`src/rtl/fwd_pkg.sv`:
```
// Shared types and constants for the forwarding scoreboard.
// A slot record describes one in-flight writer: whether the slot holds an
// instruction, whether it writes a register, which register, and the first
// stage whose output carries the result.
package fwd_pkg;

  // Widest register address a slot can hold; narrower addresses are zero-extended.
  localparam int unsigned REG_AW_MAX = 8;

  // Forwarding select values.
  localparam int unsigned FWD_SEL_RF = 0;
  localparam int unsigned STG_EX     = 1;
  localparam int unsigned STG_MEM    = 2;
  localparam int unsigned STG_WB     = 3;

  // rdy_stg encodings for the common result producers.
  localparam logic [2:0] RDY_ALU  = 3'd1;
  localparam logic [2:0] RDY_LOAD = 3'd2;

  typedef struct packed {
    logic                  valid;
    logic                  we;
    logic [REG_AW_MAX-1:0] rd;
    logic [2:0]            rdy_stg;
  } slot_t;

  localparam slot_t SLOT_EMPTY = '0;

  // A slot is a candidate writer for addr only if it is live, writes, and is not $0.
  function automatic logic slot_hits(slot_t s, logic [REG_AW_MAX-1:0] addr);
    return s.valid && s.we && (s.rd != '0) && (s.rd == addr);
  endfunction

endpackage

```
`src/rtl/fwd_port_sel.sv`:
```
// Per-read-port forwarding select.
// Picks the youngest slot writing the requested register. If that writer has
// not yet produced its result, the port reports a hazard instead of falling
// back to an older (stale) writer.
module fwd_port_sel
  import fwd_pkg::*;
#(
  parameter int NUM_STAGES = 3,
  parameter int SELW       = $clog2(NUM_STAGES + 1)
) (
  input  slot_t [NUM_STAGES:1]   i_slots,
  input  logic                   i_rd_en,
  input  logic [REG_AW_MAX-1:0]  i_addr,
  output logic [SELW-1:0]        o_fwd_sel,
  output logic                   o_hazard
);

  logic       w_hit;
  int         w_hit_stg;
  logic [2:0] w_hit_rdy;

  // Youngest-match search: scan oldest to youngest so the lowest k wins.
  always_comb begin
    // NOTE: every variable gets a default before any conditional write, so no
    // path leaves it unassigned and no latch is inferred.
    w_hit     = 1'b0;
    w_hit_stg = 0;
    w_hit_rdy = '0;
    for (int k = NUM_STAGES; k >= 1; k--) begin
      if (slot_hits(i_slots[k], i_addr)) begin
        w_hit     = 1'b1;
        w_hit_stg = k;
        w_hit_rdy = i_slots[k].rdy_stg;
      end
    end
  end

  // Forward when the matched writer's result exists at its stage, else flag a hazard.
  always_comb begin
    o_fwd_sel = SELW'(FWD_SEL_RF);
    o_hazard  = 1'b0;
    if (i_rd_en && w_hit) begin
      if (w_hit_stg >= int'(w_hit_rdy)) begin
        o_fwd_sel = SELW'(w_hit_stg);
      end else begin
        o_hazard = 1'b1;
      end
    end
  end

endmodule

```
`src/rtl/fwd_scoreboard.sv`:
```
// In-flight writer scoreboard for the 5-stage pipeline.
// Slot k mirrors the instruction in stage k after ID. Read ports get a
// forwarding select from the youngest matching slot; a not-yet-ready match
// requests a stall, which inserts a bubble into slot 1.
// Optional feature macro: FWD_STALL_CNT_EN adds a saturating stall_cnt output.
module fwd_scoreboard
  import fwd_pkg::*;
#(
  parameter int NUM_RD     = 2,
  parameter int NUM_STAGES = 3,
  parameter int REG_AW     = 5,
  parameter int SELW       = $clog2(NUM_STAGES + 1)
) (
  input  logic                     clk,
  input  logic                     rst_n,
  input  logic                     issue_valid,
  input  logic                     issue_we,
  input  logic [REG_AW-1:0]        issue_rd,
  input  logic [2:0]               issue_rdy_stg,
  input  logic [NUM_RD-1:0]        rd_en,
  input  logic [NUM_RD*REG_AW-1:0] rd_addr,
  input  logic                     pipe_hold,
  input  logic                     flush,
  output logic [NUM_RD*SELW-1:0]   fwd_sel,
  output logic                     stall
`ifdef FWD_STALL_CNT_EN
  ,
  output logic [31:0]              stall_cnt
`endif
);

  slot_t [NUM_STAGES:1] r_slot;
  slot_t                w_issue_rec;
  logic [NUM_RD-1:0]    w_hazard;
  logic                 w_issue_ok;

  assign w_issue_rec = '{valid: 1'b1, we: issue_we,
                         rd: REG_AW_MAX'(issue_rd), rdy_stg: issue_rdy_stg};

  for (genvar i = 0; i < NUM_RD; i++) begin : g_port
    fwd_port_sel #(
      .NUM_STAGES (NUM_STAGES),
      .SELW       (SELW)
    ) u_sel (
      .i_slots   (r_slot),
      .i_rd_en   (rd_en[i]),
      .i_addr    (REG_AW_MAX'(rd_addr[i*REG_AW +: REG_AW])),
      .o_fwd_sel (fwd_sel[i*SELW +: SELW]),
      .o_hazard  (w_hazard[i])
    );
  end

  // A flushed ID instruction is dead, so its operands cannot stall the pipe.
  assign stall      = (|w_hazard) && !flush;
  assign w_issue_ok = issue_valid && !stall && !flush;

  // Shift records down with the pipeline; hold freezes everything.
  always_ff @(posedge clk or negedge rst_n) begin
    if (!rst_n) begin
      // NOTE: the slot array is a handful of flops, not RAM, so it is reset;
      // a stale valid bit after reset would forward garbage.
      r_slot <= '0;
    end else if (!pipe_hold) begin
      // NOTE: non-blocking updates make every slot sample its pre-edge
      // neighbour; blocking ones would ripple a record through all slots.
      for (int k = NUM_STAGES; k >= 3; k--) begin
        r_slot[k] <= r_slot[k-1];
      end
      r_slot[2] <= flush ? SLOT_EMPTY : r_slot[1];
      r_slot[1] <= w_issue_ok ? w_issue_rec : SLOT_EMPTY;
    end
  end

`ifdef FWD_STALL_CNT_EN
  logic [31:0] r_stall_cnt;

  // Count cycles actually lost to stalls; frozen cycles are not stalls.
  always_ff @(posedge clk or negedge rst_n) begin
    if (!rst_n) begin
      r_stall_cnt <= '0;
    end else if (stall && !pipe_hold && (r_stall_cnt != 32'hFFFF_FFFF)) begin
      r_stall_cnt <= r_stall_cnt + 32'd1;
    end
  end

  assign stall_cnt = r_stall_cnt;
`endif

endmodule

```
`config.mk`:
```
export PLATFORM = sky130hd
export DESIGN_NAME = fwd_scoreboard
export DESIGN_NICKNAME = d
export VERILOG_FILES = /design/src/rtl/fwd_pkg.sv /design/src/rtl/fwd_port_sel.sv /design/src/rtl/fwd_scoreboard.sv
export SDC_FILE = /design/constraint.sdc
export NUM_CORES = 1
export LEC_CHECK = 0
export BUFFER_PORTS_ARGS = -buffer_cell sky130_fd_sc_hd__buf_2
export CAP_MARGIN = 20
export CORE_UTILIZATION = 45
export CTS_CLUSTER_DIAMETER = 100
export DETAILED_ROUTE_END_ITERATION = 10
export GPL_TIMING_DRIVEN = 0
export PLACE_DENSITY = 0.67
export SYNTH_ARGS = -nofsm -noshare
export SYNTH_HDL_FRONTEND = slang
export SYNTH_HIERARCHICAL = 1
export SYNTH_SLANG_ARGS = --single-unit
```
`constraint.sdc`:
```
create_clock -name clk -period 4.1 [get_ports clk]
set_input_delay 0.82 -clock clk [delete_from_list [all_inputs] [get_ports clk]]
set_output_delay 0.82 -clock clk [all_outputs]
set_load 0.01 [all_outputs]
```
==> impl_summary.log <==
[metrics] clock tree from TritonCTS: built
[metrics] flip-flop cell with the highest count after synthesis: dfrtp_1
[metrics] antenna violation net count after detailed routing: 0
[metrics] critical path launch point type: primary input
[metrics] starting utilization of the core area: 0.474
[metrics] number of global-route vias before repair: 1932
[metrics] cts bufs inserted: 5
[metrics] GRT Total Usage: 0.236
[metrics] Cells after Synth: 244
[metrics] number of vias per cell after detailed routing: 5.02
[metrics] placeable core area: 4820 sq um
[metrics] asr flop ratio synth: 1.00
[metrics] die area: 5360 sq um
[metrics] time the final worst path needs with I/O delays and setup: 4.28 ns
[metrics] maximum clock path buffer count: 2
[metrics] final-report setup violation count: 5
[metrics] level count of the clock H-tree: 2
[metrics] final core occ: 0.680
[metrics] Layout Nets: 375
[metrics] category of the most critical setup path: in -> out
[metrics] outcome: finished, violations left
[metrics] hold-critical path depth: 1
[metrics] register-to-register path setup slack: 0.50 ns
[metrics] DR DRC count: 0
[metrics] DRT Pass-1 Iters: 4
[metrics] worst max-slew margin expressed relative to the limit: 0.535
[metrics] drt wl/cell: 14.2 um
[metrics] Worst Skew: 0.00833 ns
[metrics] Max rail drop VDD: 0.253 mV
[metrics] number of slew-limit violations in the final report: 0
[metrics] WP data required: 3.28 ns
[metrics] row count: 25
[metrics] final RePlAce weighted congestion: 0.801
[metrics] post-synthesis instance area: 2280 sq um
[metrics] I/O Pins: 31
[metrics] standby leakage power: 1.34 nW
[metrics] largest reg by FF count: r_slot
[metrics] wire length of the first global-routing pass: 9340 um
[metrics] failing checks: negative setup slack
[metrics] maximum clock frequency: 0.234 GHz
[metrics] period utilization: 1.04
[metrics] count of state elements after synthesis: 30
[metrics] total wirelength of the detailed-routed design: 5850 um
[metrics] largest net degree at the start of global routing: 31
[metrics] Worst Tran Pin Value: 0.698 ns
[metrics] remaining global-route overflow: 0
[metrics] post-route setup slack: -0.176 ns
[metrics] data arrival at the endpoint of the critical path: 3.46 ns
[metrics] critical path endpoint category: output port
[metrics] ratio of cells with drive above 1 in the final layout: 0.309
[metrics] clock net sink count: 30
[metrics] path category of the worst min-delay check: reg -> reg
[metrics] unique cell type count in the Yosys netlist: 37
[metrics] number of hold-slack violations in the final timing report: 0
[metrics] Post-Route Setup TNS: -0.445 ns
[metrics] via total after detailed routing: 2073
[metrics] post-synthesis sequential area ratio: 0.329
[metrics] area added between synthesis and finish: 43.4%
[metrics] overall power consumption: 0.804 mW
[metrics] drt first-iter violations: 72
[metrics] DP HPWL: 4030 um
[metrics] clock edge transition at the registers on the reported setup and hold paths: 0.07 ns
[metrics] die height: 73.2 um
[metrics] unrepaired setup endpoints after global routing: yes
[metrics] count of port buffers added during placement: 30
[metrics] CTS Root Buffer Type: clkbuf_8
[metrics] largest fanout of any net on the critical path: 5
[metrics] Die Span X: 73.2 um
[metrics] power per cell area: 245 nW/um^2
[metrics] mean post-synth cell area: 9.36 sq um
[metrics] maximum capacitance violations: 0
[metrics] number of antenna repair diodes: 0
[metrics] number of cells traversed by the worst register-to-register path: 15
[metrics] number of flops mapped to enable cells by yosys: 0
[metrics] initial antenna violation count: 0
[metrics] clock insertion delay at the later pin of the skew report: 0.29 ns
[metrics] flip-flop count of the largest register, all copies and words added: 30
[metrics] leading registers by flop count: r_slot: 30 flops
[metrics] count of warnings emitted by yosys: 6
-- area by class of cell --
cell class	count	area, sq um
well taps	67	83.8
flip-flops and latches	30	751
fillers	392	1540
multi-input cells	247	1870
repair buffers	46	369
clock inverters	3	45.0
clock buffers	5	68.8
inverters	6	22.5
plain buffers	9	63.8
-- through the flow --
step	area [sq um]	std cells	worst slack, ns	hold WS [ns]
2_1_floorplan	2480	295	0.0312	0.483
3_3_place_gp	2710	392	-0.781	0.516
3_5_place_dp	2710	392	-0.828	0.522
4_1_cts	3070	409	-0.290	0.539
5_1_grt	3270	413	-0.276	0.567
6_report	3270	413	-0.176	0.541
-- cells in the final DEF, fill, tap and decap left out, types with 5 or more instances in the layout --
cell type,instances
buf_2,21
xnor2_1,37
buf_4,19
nand2_1,12
nand4_1,6
inv_1,6
mux2_2,10
a32o_1,10
nor2b_1,10
xnor2_2,10
dfrtp_1,30
clkbuf_8,5
or4_1,8
buf_6,9
nand2b_1,10
conb_1,52
nand3_1,11
o21ai_0,14
-- power by group --
group,internal (mW),switching [mW],leakage [nW],total [mW]
registers,0.311,0.0246,0.409,0.336
logic,0.0888,0.0728,0.880,0.162
clock network,0.181,0.125,0.0504,0.306
-- routing by layer --
metal  GRT usage  share of wire  wire length (um)
met5           0              0                 0
met4      0.0654          0.014                80
met3      0.0428          0.035               202
met2       0.396           0.48              2830
met1       0.310           0.47              2740
-- critical path, stage by stage --
cell and delay, ns:
buf_8 0.10, buf_4 0.12, xnor2_1 0.17, nand3_1 0.18
or4_4 0.59, o21ai_0 0.17, o22ai_1 0.11, ha_1 0.32
a21oi_4 0.06, a311oi_2 0.28, a21boi_1 0.12, nor2_2 0.23
nor2_2 0.05, buf_2 0.14
-- synth_stat cells (all sizes together) (4+ instances only) --
| library cell | number | share of area |
|---|---|---|
| nand2b | 12 | 0.033 |
| or4 | 12 | 0.039 |
| dfrtp | 30 | 0.33 |
| a32o | 10 | 0.044 |
| nor3 | 4 | 0.013 |
| ha | 4 | 0.022 |
| nand2 | 12 | 0.020 |
| nor2 | 5 | 0.0082 |
| or3 | 4 | 0.012 |
| a21boi | 4 | 0.013 |
| xnor2 | 48 | 0.18 |
| o21ai | 14 | 0.031 |
| nor2b | 10 | 0.027 |
| inv | 6 | 0.0099 |
| nand3 | 12 | 0.026 |
| nand4 | 6 | 0.016 |
| mux2 | 10 | 0.049 |
| a31oi | 4 | 0.011 |
| buf | 11 | 0.032 |
| nor4 | 4 | 0.011 |
-- worst paths after layout --
check | to | start
worst max-delay path | stall | rd_addr[2]
worst min-delay path | r_slot[26]$_DFFE_PN0N_ | r_slot[26]$_DFFE_PN0N_
worst max register to register | r_slot[7]$_DFFE_PN0N_ | r_slot[17]$_DFFE_PN0N_
worst min register to register | r_slot[26]$_DFFE_PN0N_ | r_slot[26]$_DFFE_PN0N_
max in group asynchronous | r_slot[4]$_DFFE_PN0N_ | rst_n
min in group asynchronous | r_slot[1]$_DFFE_PN0N_ | rst_n
-- timing repair --
item	in CTS	in global routing
buffers inserted	9	7
pin swaps	28	28
gates resized for setup	36	45
hold buffers	0	0
endpoints found under the setup margin	5	5
-- cell families after synthesis --
| kind of cell | count (synthesis) | share of synthesized area |
|---|---|---|
| XOR/XNOR | 48 | 0.184 |
| AO/OA/AOI/OAI | 44 | 0.137 |
| flip-flops | 30 | 0.329 |
| multiplexers | 10 | 0.0493 |
| AND/OR/NAND/NOR | 89 | 0.234 |
| adder cells (fa/ha/maj) | 4 | 0.0219 |
| buffers and inverters | 18 | 0.0433 |
| other | 1 | 0.00164 |
Power figures use the tool's default switching activity.
